File: config.mk
export PLATFORM = sky130hd
export DESIGN_NAME = mem_write_buffer
export DESIGN_NICKNAME = d
export VERILOG_FILES = /design/src/rtl/mem_write_buffer_pkg.sv /design/src/rtl/wb_fifo.sv /design/src/rtl/mem_write_buffer.sv
export SDC_FILE = /design/constraint.sdc
export NUM_CORES = 1
export LEC_CHECK = 0
export CAP_MARGIN = 20
export CORE_UTILIZATION = 43
export CTS_CLUSTER_SIZE = 24
export DETAILED_ROUTE_END_ITERATION = 10
export HOLD_SLACK_MARGIN = 0.1
export PLACE_DENSITY = 0.73
export SYNTH_ARGS = -nofsm -noshare
export SYNTH_HDL_FRONTEND = slang
export SYNTH_SLANG_ARGS = --single-unit
File: constraint.sdc
create_clock -name clk -period 12.89 [get_ports clk]
set_input_delay 3.867 -clock clk [delete_from_list [all_inputs] [get_ports clk]]
set_output_delay 3.867 -clock clk [all_outputs]
set_load 0.005 [all_outputs]
File: src/rtl/mem_write_buffer_pkg.sv
// Shared Avalon bus types and write-buffer entry type for the memory port.
package mem_write_buffer_pkg;

    localparam int DATA_WIDTH = 32;
    localparam int ADDR_WIDTH = 32;
    localparam int BE_WIDTH   = DATA_WIDTH / 8;

    typedef struct packed {
        logic                  read;
        logic                  write;
        logic [ADDR_WIDTH-1:0] address;
        logic [DATA_WIDTH-1:0] writedata;
        logic [BE_WIDTH-1:0]   byte_enable;
    } avalon_req_t;

    typedef struct packed {
        logic [DATA_WIDTH-1:0] readdata;
        logic                  waitrequest;
    } avalon_resp_t;

    typedef struct packed {
        logic [ADDR_WIDTH-1:0] address;
        logic [DATA_WIDTH-1:0] writedata;
        logic [BE_WIDTH-1:0]   byte_enable;
    } wb_entry_t;

    typedef enum logic {
        NORMAL = 1'b0,
        DRAIN  = 1'b1
    } wb_state_t;

endpackage

File: src/rtl/wb_fifo.sv
// Circular store of pending writes with a per-slot word-address comparator
// against the upstream read address.
module wb_fifo
    import mem_write_buffer_pkg::*;
#(
    parameter int DEPTH = 4
) (
    input  logic                  clk,
    input  logic                  rst,
    input  logic                  push,
    input  wb_entry_t             push_entry,
    input  logic                  pop,
    input  logic [ADDR_WIDTH-3:0] lookup_word,
    output wb_entry_t             head_entry,
    output logic [DEPTH-1:0]      match,
    output logic                  full,
    output logic                  empty
);

    localparam int PTR_W = $clog2(DEPTH);
    typedef logic [PTR_W-1:0] ptr_t;
    typedef logic [PTR_W:0]   cnt_t;

    wb_entry_t slots [DEPTH];
    ptr_t      head;
    ptr_t      tail;
    cnt_t      count;

    always_ff @(posedge clk) begin
        if (rst) begin
            head  <= '0;
            tail  <= '0;
            count <= '0;
        end else begin
            if (push) tail <= tail + ptr_t'(1);
            if (pop)  head <= head + ptr_t'(1);
            if (push && !pop)      count <= count + cnt_t'(1);
            else if (pop && !push) count <= count - cnt_t'(1);
        end
    end

    // Payload is qualified purely by head/count, so it needs no reset.
    always_ff @(posedge clk) begin
        if (push) slots[tail] <= push_entry;
    end

    assign head_entry = slots[head];
    assign full       = (count == cnt_t'(DEPTH));
    assign empty      = (count == '0);

    for (genvar i = 0; i < DEPTH; i++) begin : g_cmp
        ptr_t age;
        assign age      = ptr_t'(i) - head;
        assign match[i] = ({1'b0, age} < count) &&
                          (slots[i].address[ADDR_WIDTH-1:2] == lookup_word);
    end

endmodule

File: src/rtl/mem_write_buffer.sv
// Posted-write buffer between the cache memory port and the memory bus;
// reads bypass unless they hit a pending write or are non-cacheable.
module mem_write_buffer
    import mem_write_buffer_pkg::*;
#(
    parameter int WB_DEPTH = 4
) (
    input  logic         clk,
    input  logic         rst,
    input  avalon_req_t  cache_avn_req,
    output avalon_resp_t cache_avn_resp,
    output avalon_req_t  mem_avn_req,
    input  avalon_resp_t mem_avn_resp,
    output logic         wb_empty
);

    wb_state_t           state;
    wb_state_t           state_next;
    logic                wr_hold;
    logic                rd;
    logic                wr;
    logic                hazard;
    logic                push;
    logic                pop;
    logic                full;
    logic                empty;
    logic                issue_rd;
    logic                issue_wr;
    logic                up_wait;
    logic [WB_DEPTH-1:0] match;
    wb_entry_t           head;
    wb_entry_t           push_entry;

    // A read+write pair is a protocol error; the read wins.
    assign rd = cache_avn_req.read;
    assign wr = cache_avn_req.write & ~cache_avn_req.read;

    assign hazard = rd & ((|match) |
                          (cache_avn_req.address[ADDR_WIDTH-1] & ~empty));

    assign push_entry = '{address:     cache_avn_req.address,
                          writedata:   cache_avn_req.writedata,
                          byte_enable: cache_avn_req.byte_enable};

    wb_fifo #(
        .DEPTH(WB_DEPTH)
    ) u_fifo (
        .clk        (clk),
        .rst        (rst),
        .push       (push),
        .push_entry (push_entry),
        .pop        (pop),
        .lookup_word(cache_avn_req.address[ADDR_WIDTH-1:2]),
        .head_entry (head),
        .match      (match),
        .full       (full),
        .empty      (empty)
    );

    // wr_hold: a write stalled last cycle must stay on the bus unchanged.
    always_ff @(posedge clk) begin
        if (rst) begin
            state   <= NORMAL;
            wr_hold <= 1'b0;
        end else begin
            state   <= state_next;
            wr_hold <= mem_avn_req.write & mem_avn_resp.waitrequest;
        end
    end

    always_comb begin
        state_next = state;
        up_wait    = 1'b0;
        issue_rd   = 1'b0;
        issue_wr   = 1'b0;
        push       = 1'b0;
        unique case (state)
            NORMAL: begin
                if (rd) begin
                    up_wait = 1'b1;
                    if (hazard) begin
                        state_next = DRAIN;
                        issue_wr   = wr_hold;
                    end else if (wr_hold) begin
                        issue_wr = 1'b1;
                    end else begin
                        issue_rd = 1'b1;
                    end
                end else begin
                    issue_wr = ~empty;
                    if (wr) begin
                        up_wait = full;
                        push    = ~full;
                    end
                end
            end
            DRAIN: begin
                up_wait = 1'b1;
                if (empty) begin
                    state_next = NORMAL;
                    issue_rd   = rd;
                end else begin
                    issue_wr = 1'b1;
                end
            end
        endcase
        if (rst) begin
            issue_rd = 1'b0;
            issue_wr = 1'b0;
            push     = 1'b0;
        end
        mem_avn_req = '0;
        if (issue_rd) begin
            mem_avn_req.read        = 1'b1;
            mem_avn_req.address     = cache_avn_req.address;
            mem_avn_req.byte_enable = cache_avn_req.byte_enable;
            up_wait                 = mem_avn_resp.waitrequest;
        end else if (issue_wr) begin
            mem_avn_req.write       = 1'b1;
            mem_avn_req.address     = head.address;
            mem_avn_req.writedata   = head.writedata;
            mem_avn_req.byte_enable = head.byte_enable;
        end
        pop = issue_wr & ~mem_avn_resp.waitrequest;
    end

    assign cache_avn_resp = '{readdata:    mem_avn_resp.readdata,
                              waitrequest: up_wait};

    assign wb_empty = empty;

endmodule

# After elaboration in Yosys (flattened, before gate mapping)
# Memories as Yosys holds them, arrays and structs flattened. A register that Yosys moved wholly into a read port is not among the register bits.
# Index checks and enable logic that the tools add are counted.
# totals
romBits	0
register_bits	9
output_inout_bits	104
memories	1
ramBits	272
wordCells	80
latchBits	0
# op_classes
shifts	0
order_cmp	4
multipliers	0
n_mux	35
n_div	0
add_sub_neg	8
bitwise	11
n_eq_ne	5
n_reduce_logical	11
# mem_list
name	words	word_bits	rd	rd_ports_with_merged_regs	wr	line	source
u_fifo.slots	4	68	5	1	1	wb_fifo.sv:24	wb_entry_t slots [DEPTH];
# op_table
cell	n
$eq 30x30->1	4
$mux 69	1
$mux 32	2
$mux 1	23
$lt 2x3->1	4
$pmux 1 s2	4
$logic_and 1x1->1	6
$mux 3	2
$and 1x1->1	5
$not 1->1	5
$add 2x1->2 const B	2
$mux 2	2
$mux 4	1
$reduce_or 4->1	1
$sub 1x2->2 const A	2
$sub 2x2->2 const A	2
$add 3x1->3 const B	1
$eq 3x3->1 const B	1
$logic_not 3->1	1
$sub 3x1->3 const B	1
$logic_not 1->1	2
$reduce_bool 2->1	1
$or 1x1->1	1

# Depth between registers and ports, before layout
# Gate-level depths: netlist of the first run.
# logic_depth
word_depth	14
depth_mapped	11
mapped_depth_nobuf	10

# By module
# A second synthesis of the first run with hierarchy kept.
# hier_totals
hier_cells	795
hier_area_um2	13136.3
# modules_own_cells
module	instances	cells_each	area_each_um2
wb_fifo	1	580	11662.4
mem_write_buffer	1	215	1473.9

# Worst setup path after synthesis of the first run
# No wires, ideal clock.
# synth_timing
path_kind	in2out
from	input cache_avn_req[52] (netlist name)
to	output cache_avn_resp[0] (netlist name)
arrival_ns	5.508
stages	9
slack_ns	3.515
path_buffers	3
cell_sequence	buf_2 -> xnor2_1 -> nand4_1 -> nor3_1 -> and3_1 -> or4_4 -> buf_6 -> o311a_1 -> buf_4
# synth_via
elab_chain_cells	10
elab_cells_between_ends	16
classes_between	eq/ne: 4; mux: 5; bitwise: 2; reduce/logical: 5
# synth_rtl
element	line	source
start: declaration	mem_write_buffer.sv:10	input avalon_req_t cache_avn_req,
$eq 30x30->1	wb_fifo.sv:55	(slots[i].address[ADDR_WIDTH-1:2] == lookup_word);
$logic_and 1x1->1	wb_fifo.sv:54	assign match[i] = ({1'b0, age} < count) &&
$reduce_or 4->1 *	mem_write_buffer.sv:38	assign hazard = rd & ((|match) |
$or 1x1->1 *	mem_write_buffer.sv:38	
$and 1x1->1 *	mem_write_buffer.sv:38	
$mux 1 *	mem_write_buffer.sv:81	if (hazard) begin
$mux 1 *	mem_write_buffer.sv:79	if (rd) begin
$pmux 1 s2 *	mem_write_buffer.sv:77	unique case (state)
$mux 1 *	mem_write_buffer.sv:107	if (rst) begin
$mux 1 *	mem_write_buffer.sv:113	if (issue_rd) begin
end: declaration	mem_write_buffer.sv:11	output avalon_resp_t cache_avn_resp,
# Mark *: on every way between the ends. The rest lies on a longest branch, timed or not.

==> results of run 1 <==
where the power goes:
part	total (mW)	internal (mW)	leakage, nW	switching [mW]
Combinational	0.280	0.131	2.02	0.149
Sequential	1.04	1.03	2.55	0.0164
Clock	0.828	0.484	0.450	0.345
cell families (layout without fill, tap and decap cells):
logic type      count (synthesis)  in the layout  share of synthesized area (%)
mux                            70             70                           11.5
xor+xnor                      125            125                           8.11
compound gates                 53             53                           3.88
simple gates                  215            215                           8.41
flops                         283            283                           62.2
fa+ha+maj                      10             10                          0.983
buf+inv                       121            217                           4.97
state kept, by name, summed over array words and instances (netlist names), named ones only:
signal	flops
state	1
u_fifo.count	3
u_fifo.head	2
u_fifo.slots	272
u_fifo.tail	2
wr_hold	1
cell usage after synthesis (11+ instances only):
cell	n	area, um2
xor2_1	83	727
nor2_1	11	41.3
and2_1	37	231
nor4_1	20	125
dfxtp_1	11	220
o211ai_1	16	120
buf_2	33	165
edfxtp_1	272	8170
nand2_1	76	285
xnor2_1	42	368
clkbuf_1	38	143
mux4_2	68	1530
o211ai_2	20	250
buf_4	36	270
nand4_1	46	288
tightest hold or removal path, stage by stage, from the launching register on:
cell	delay, ns
dfxtp_1	0.37
mux2i_1	0.09
nor2_1	0.07
routing by layer:
layer / GRT usage [%] / wire (um) / part of all wire (%) / vias up
met3: 3.75 / 2350 / 7.5 / 56
met4: 6.23 / 742 / 2.4 / 2
met5: 0 / 13 / 0.042 / -
li1: - / - / - / 3445
met1: 28.6 / 13900 / 45 / 3941
met2: 29.6 / 14100 / 45 / 276
through the flow:
stage	worst slack [ns]	std cells	total power, mW
6_report	1.80	1369	2.15
5_1_grt	1.60	1369	2.22
4_1_cts	1.84	1367	2.17
3_5_place_dp	1.86	1315	1.35
3_3_place_gp	1.87	1315	1.34
2_1_floorplan	3.52	877	1.23
layout make-up:
cell class              count  area (um2)  area share [%]
inverters                  11        41.3           0.260
clock inverters            17         170            1.07
multi-input cells         473        4460            28.1
clock buffers              35         769            4.84
well taps                 396         495            3.12
repair buffers            154        1560            9.80
flip-flops and latches    283        8400            52.8
worst paths after layout:
| kind | from | to | slack [ns] | depth (start not counted) |
|---|---|---|---|---|
| setup / recovery | cache_avn_req[44] | cache_avn_resp[0] | 1.80 | 8 |
| hold / removal | u_fifo.tail[1]$_SDFFE_PP0P_ | u_fifo.tail[1]$_SDFFE_PP0P_ | 0.56 | 2 |
| setup reg to reg | u_fifo.count[2]$_SDFFE_PP0P_ | u_fifo.count[2]$_SDFFE_PP0P_ | 9.67 | 10 |
| hold reg to reg | u_fifo.tail[1]$_SDFFE_PP0P_ | u_fifo.tail[1]$_SDFFE_PP0P_ | 0.56 | 2 |
==> impl_metrics.csv, run 1 <==
group,metric,value,unit
outcome,status,"finished, violations left",
outcome,failed_checks,"design-rule violations",
grt,grt_pass1_wl,46300,um
yosys,netlist_area,13500,um2
clock_network,clockRootBuffer,"clkbuf_16",
run,cap_viol_max_count,0,
timing,maxClockFrequency,90.2,MHz
clock_network,tritoncts.num_buffers,30,
clock_network,insertion_delay,0.56,ns
route,viasPerCell,5.64,
placement,finalWeightedCongestion,0.836,
finish,synthToLayoutAreaGrowth,17.7,%
timing,rsz_0062_raised_after_global_routing,"false",
route,initialDrtViolationCount,660,
worst_setup_path,critical-path-top-cell-by-count,"clkdlybuf4s50_1",
placement,port_buffers,144,
finish,fill_cells,2544,
clock_network,cts-htree-levels,1,
worst_setup_path,critical-path-top-delay-family,"simple AND/OR/NAND/NOR gates",
timing,maxSlewViolCount,0,
timing,hold_slack,0.563,ns
clock_network,cts_sinks,283,
timing,fin_tns_setup,0,ns
worst_setup_path,cp_slowest_stage_delay,0.74,ns
yosys,yosys_register_bits,283,
finish,finish.utilization,51.7,%
worst_hold_path,hold_path.class,"flop to flop",
yosys,synthesis.instances,877,
floorplanning,floorplan.io_pins,209,
yosys,synth_ff_type,"edfxtp_1",
floorplanning,rows,64,
yosys,seq_total_area_yosys,62.2,%
timing,worst_pin_slew,1.08,ns
finish,final_cell_mix,"272 x edfxtp_1, 144 x clkdlybuf4s50_1, 83 x xor2_1, 76 x nand2_1, 68 x mux4_2",
yosys,ys_async_sr_fraction,0,%
placement,detailed_place_hpwl,19700,um
finish,final_layout_size_suffix_gt1_share,15.6,%
worst_setup_path,critPathBufInv,2,
route,num_vias,7720,
clock_network,tritoncts,"done",
timing,finalCritPeriodShare,86.0,%
timing,setup_viol,0,
route,drt_drc_violations_left,46,
timing,final_clock_skew,0.0116,ns
yosys,yosys_warnings,0,
route,post_drt_wl_per_cell,22.8,um
pwr,ir_drop,0.000104,V
floorplanning,chipHeight,179,um
yosys,synthesis.area_per_instance,15.4,um2
route,detail_route.first_pass.iterations,8,
floorplanning,die_w,179,um
finish,num-nets-final,1068,
worst_setup_path,worstPathMaxFanout,38,
pwr,power.density_cell_area,135,nW/um2
grt,grt_remaining_overflow,0,
worst_setup_path,timing_worst_setup_path_type,"input port to output pin",
grt,largest_net_degree_at_the_start_of_global_routing,69,
worst_setup_path,crit_path_cell_trace,"clkdlybuf4s50_1 -> xor2_1 -> nor4_1 -> nand3_1 -> a2111oi_2 -> or4_4 -> o311a_1 -> clkdlybuf4s50_1",
yosys,synth_edf_count,272,
clock_network,postCtsSetupRepairBufs,0,
placement,detailed_place.area,14900,um2
worst_setup_path,worst_setup_path_end_kind,"output pin",
clock_network,cts.clk_slew.worst_paths,0.06,ns
pwr,total_leakage_power,5.01,nW
finish,diodes,0,
floorplanning,coreArea,30700,um2
clock_network,post_cts.resized_instances,0,
clock_network,hold_buffers,0,
worst_setup_path,crit_slowest_cell,"clkdlybuf4s50_1",
timing,slew_headroom,27.8,%
floorplanning,dieArea,32100,um2
floorplanning,floorplan.initialDensity,43.9,%
clock_network,ctsLongestPathBuffers,3,
worst_setup_path,critical_path_required,9.02,ns
timing,timing.final.hold_violations,0,
finish,layout.cells.most_common,"edfxtp_1",
grt,antenna_found_initial,1,
timing,timing.final.crit_period,11.09,ns
route,wl,31100,um
grt,track_usage,19.6,%
grt,first_global_vias,7596,
worst_setup_path,critPathLaunchType,"input port",
route,drt.antenna.violating_nets,0,
finish,postLayoutCellArea,15900,um2
worst_setup_path,arrival,7.22,ns
yosys,synth_cell_types,42,
yosys,mappedNetlistNets,992,
(Power assumes the default switching activity.)
==> inputs of run 2 (changes only) <==
- CORE_UTILIZATION: 43 -> 59
- PLACE_DENSITY: 0.73 -> 0.93
==> impl_metrics.csv, run 2 (synthesized netlist as in run 1, its figures left out) <==
group,metric,value,unit
outcome,status,"completed",
grt,first_global_vias,8292,
route,drt_drc_violations_left,0,
clock_network,tritoncts.num_buffers,27,
route,drt.antenna.violating_nets,0,
clock_network,cts_sinks,283,
finish,top_register,"u_fifo.slots",
clock_network,post_cts.resized_instances,0,
timing,rsz_0062_raised_after_global_routing,"false",
route,wl,31600,um
timing,worst_pin_slew,1.12,ns
placement,port_buffers,144,
placement,detailed_place.area,14700,um2
worst_setup_path,worstPathMaxFanout,38,
grt,antenna_found_initial,1,
grt,track_usage,27.8,%
timing,maxSlewViolCount,0,
worst_setup_path,regToRegStartpoint,"u_fifo.count[2]$_SDFFE_PP0P_",
timing,slew_headroom,25.3,%
finish,largest_registers_ranked_by_flip_flop_count,"u_fifo.slots: 272 flops, u_fifo.count: 3 flops",
pwr,ir_drop,0.000137,V
worst_setup_path,critical_path.startpoint,"cache_avn_req[46]",
finish,synthToLayoutAreaGrowth,15.8,%
clock_network,tritoncts,"done",
worst_setup_path,critical_path_required,9.02,ns
finish,num-nets-final,1061,
finish,register_area,8390,um2
route,detail_route.first_pass.iterations,5,
route,num_vias,7914,
worst_setup_path,worst_setup_path_end_kind,"output pin",
route,initialDrtViolationCount,841,
worst_hold_path,hold_path.class,"flop to flop",
timing,finalCritPeriodShare,86.5,%
timing,final_clock_skew,0.0152,ns
floorplanning,floorplan.io_pins,209,
finish,multi_input_logic_area,4460,um2
floorplanning,dieArea,23500,um2
clock_network,cts.clk_slew.worst_paths,0.07,ns
grt,grt_pass1_wl,49200,um
clock_network,insertion_delay,0.53,ns
finish,fill_cells,1312,
clock_network,postCtsSetupRepairBufs,0,
pwr,power.density_cell_area,135,nW/um2
floorplanning,die_w,153,um
timing,timing.final.hold_violations,0,
clock_network,ctsLongestPathBuffers,3,
placement,detailed_place_hpwl,19600,um
worst_setup_path,critPathLaunchType,"input port",
worst_hold_path,min-delay-start,"u_fifo.tail[1]$_SDFFE_PP0P_",
worst_setup_path,timing_worst_setup_path_type,"input port to output pin",
run,cap_viol_max_count,0,
timing,fin_ws,1.74,ns
floorplanning,rows,54,
pwr,total_leakage_power,4.97,nW
finish,postLayoutCellArea,15600,um2
timing,maxClockFrequency,89.7,MHz
timing,fin_tns_setup,0,ns
clock_network,cts-htree-levels,1,
floorplanning,coreArea,22100,um2
worst_setup_path,arrival,7.28,ns
finish,max_ffs_per_register,272,
placement,dp_worst_setup_slack,1.83,ns
clock_network,hold_buffers,0,
grt,largest_net_degree_at_the_start_of_global_routing,69,
clock_network,clockRootBuffer,"clkbuf_16",
floorplanning,chipHeight,153,um
timing,timing.final.crit_period,11.15,ns
finish,final_cell_mix,"272 x edfxtp_1, 144 x clkdlybuf4s50_1, 83 x xor2_1, 76 x nand2_1, 68 x mux4_2",
grt,grt_remaining_overflow,0,
route,viasPerCell,6.34,
placement,finalWeightedCongestion,0.876,
finish,final_layout_size_suffix_gt1_share,15.6,%
floorplanning,floorplan.initialDensity,61.1,%
timing,setup_viol,0,
finish,layout.cells.most_common,"edfxtp_1",
route,post_drt_wl_per_cell,25.4,um
## run 2: cell count changes in the layout (fill, tap and decap cells not counted), moves of 2 or more
cell       delta
clkinv_1      -6
clkbuf_8      +4
clkinv_2      +4
buf_4         -3
clkbuf_16     -3
buf_16        -2
## run 2: critical path, cell delays in order
cell,delay (ns)
clkdlybuf4s50_1,0.77
xor2_1,0.23
nor4_1,0.50
nand4_1,0.23
o311ai_1,0.33
or4_4,0.60
o211ai_1,0.24
clkdlybuf4s50_1,0.49
## run 2: power breakdown
group | internal [mW] | switching [mW]
registers | 1.03 | 0.0168
clock network | 0.450 | 0.329
logic | 0.132 | 0.153
total | 1.61 | 0.499
## run 2: cell type report
type / instances / area share (%)
sequential: 283 / 53.7
clock buffer: 37 / 4.82
multi-input combinational: 473 / 28.6
clock inverter: 13 / 0.785
inverter: 11 / 0.264
tap: 280 / 2.24
antenna: 1 / 0.0160
timing repair buffer: 150 / 9.59
## run 2: per-layer routing
layer	wire [um]	track usage (%)	vias to the layer above
met5	0	0	-
met4	1180	11.4	0
met3	2830	6.29	89
met2	15700	45.6	421
met1	11900	36.1	3967
li1	-	-	3437
## run 2: per-stage QoR
stage / instances / hold WS [ns] / util, % / power (mW)
detailed placement: 1197 / 0.572 / 66.7 / 1.35
floorplan: 877 / 0.518 / - / 1.23
CTS: 1247 / 0.591 / 70.7 / 2.11
finish: 1248 / 0.590 / 70.7 / 2.11
global route: 1248 / 0.613 / 70.7 / 2.17
global placement: 1197 / 0.547 / 66.7 / 1.34
## run 2: path summary, 6_finish.rpt
kind	end	slack, ns	cells past startpoint
setup / recovery	mem_avn_req[61]	1.74	8
hold / removal	u_fifo.tail[1]$_SDFFE_PP0P_	0.59	2
setup reg to reg	u_fifo.count[2]$_SDFFE_PP0P_	9.34	11
hold reg to reg	u_fifo.tail[1]$_SDFFE_PP0P_	0.59	2
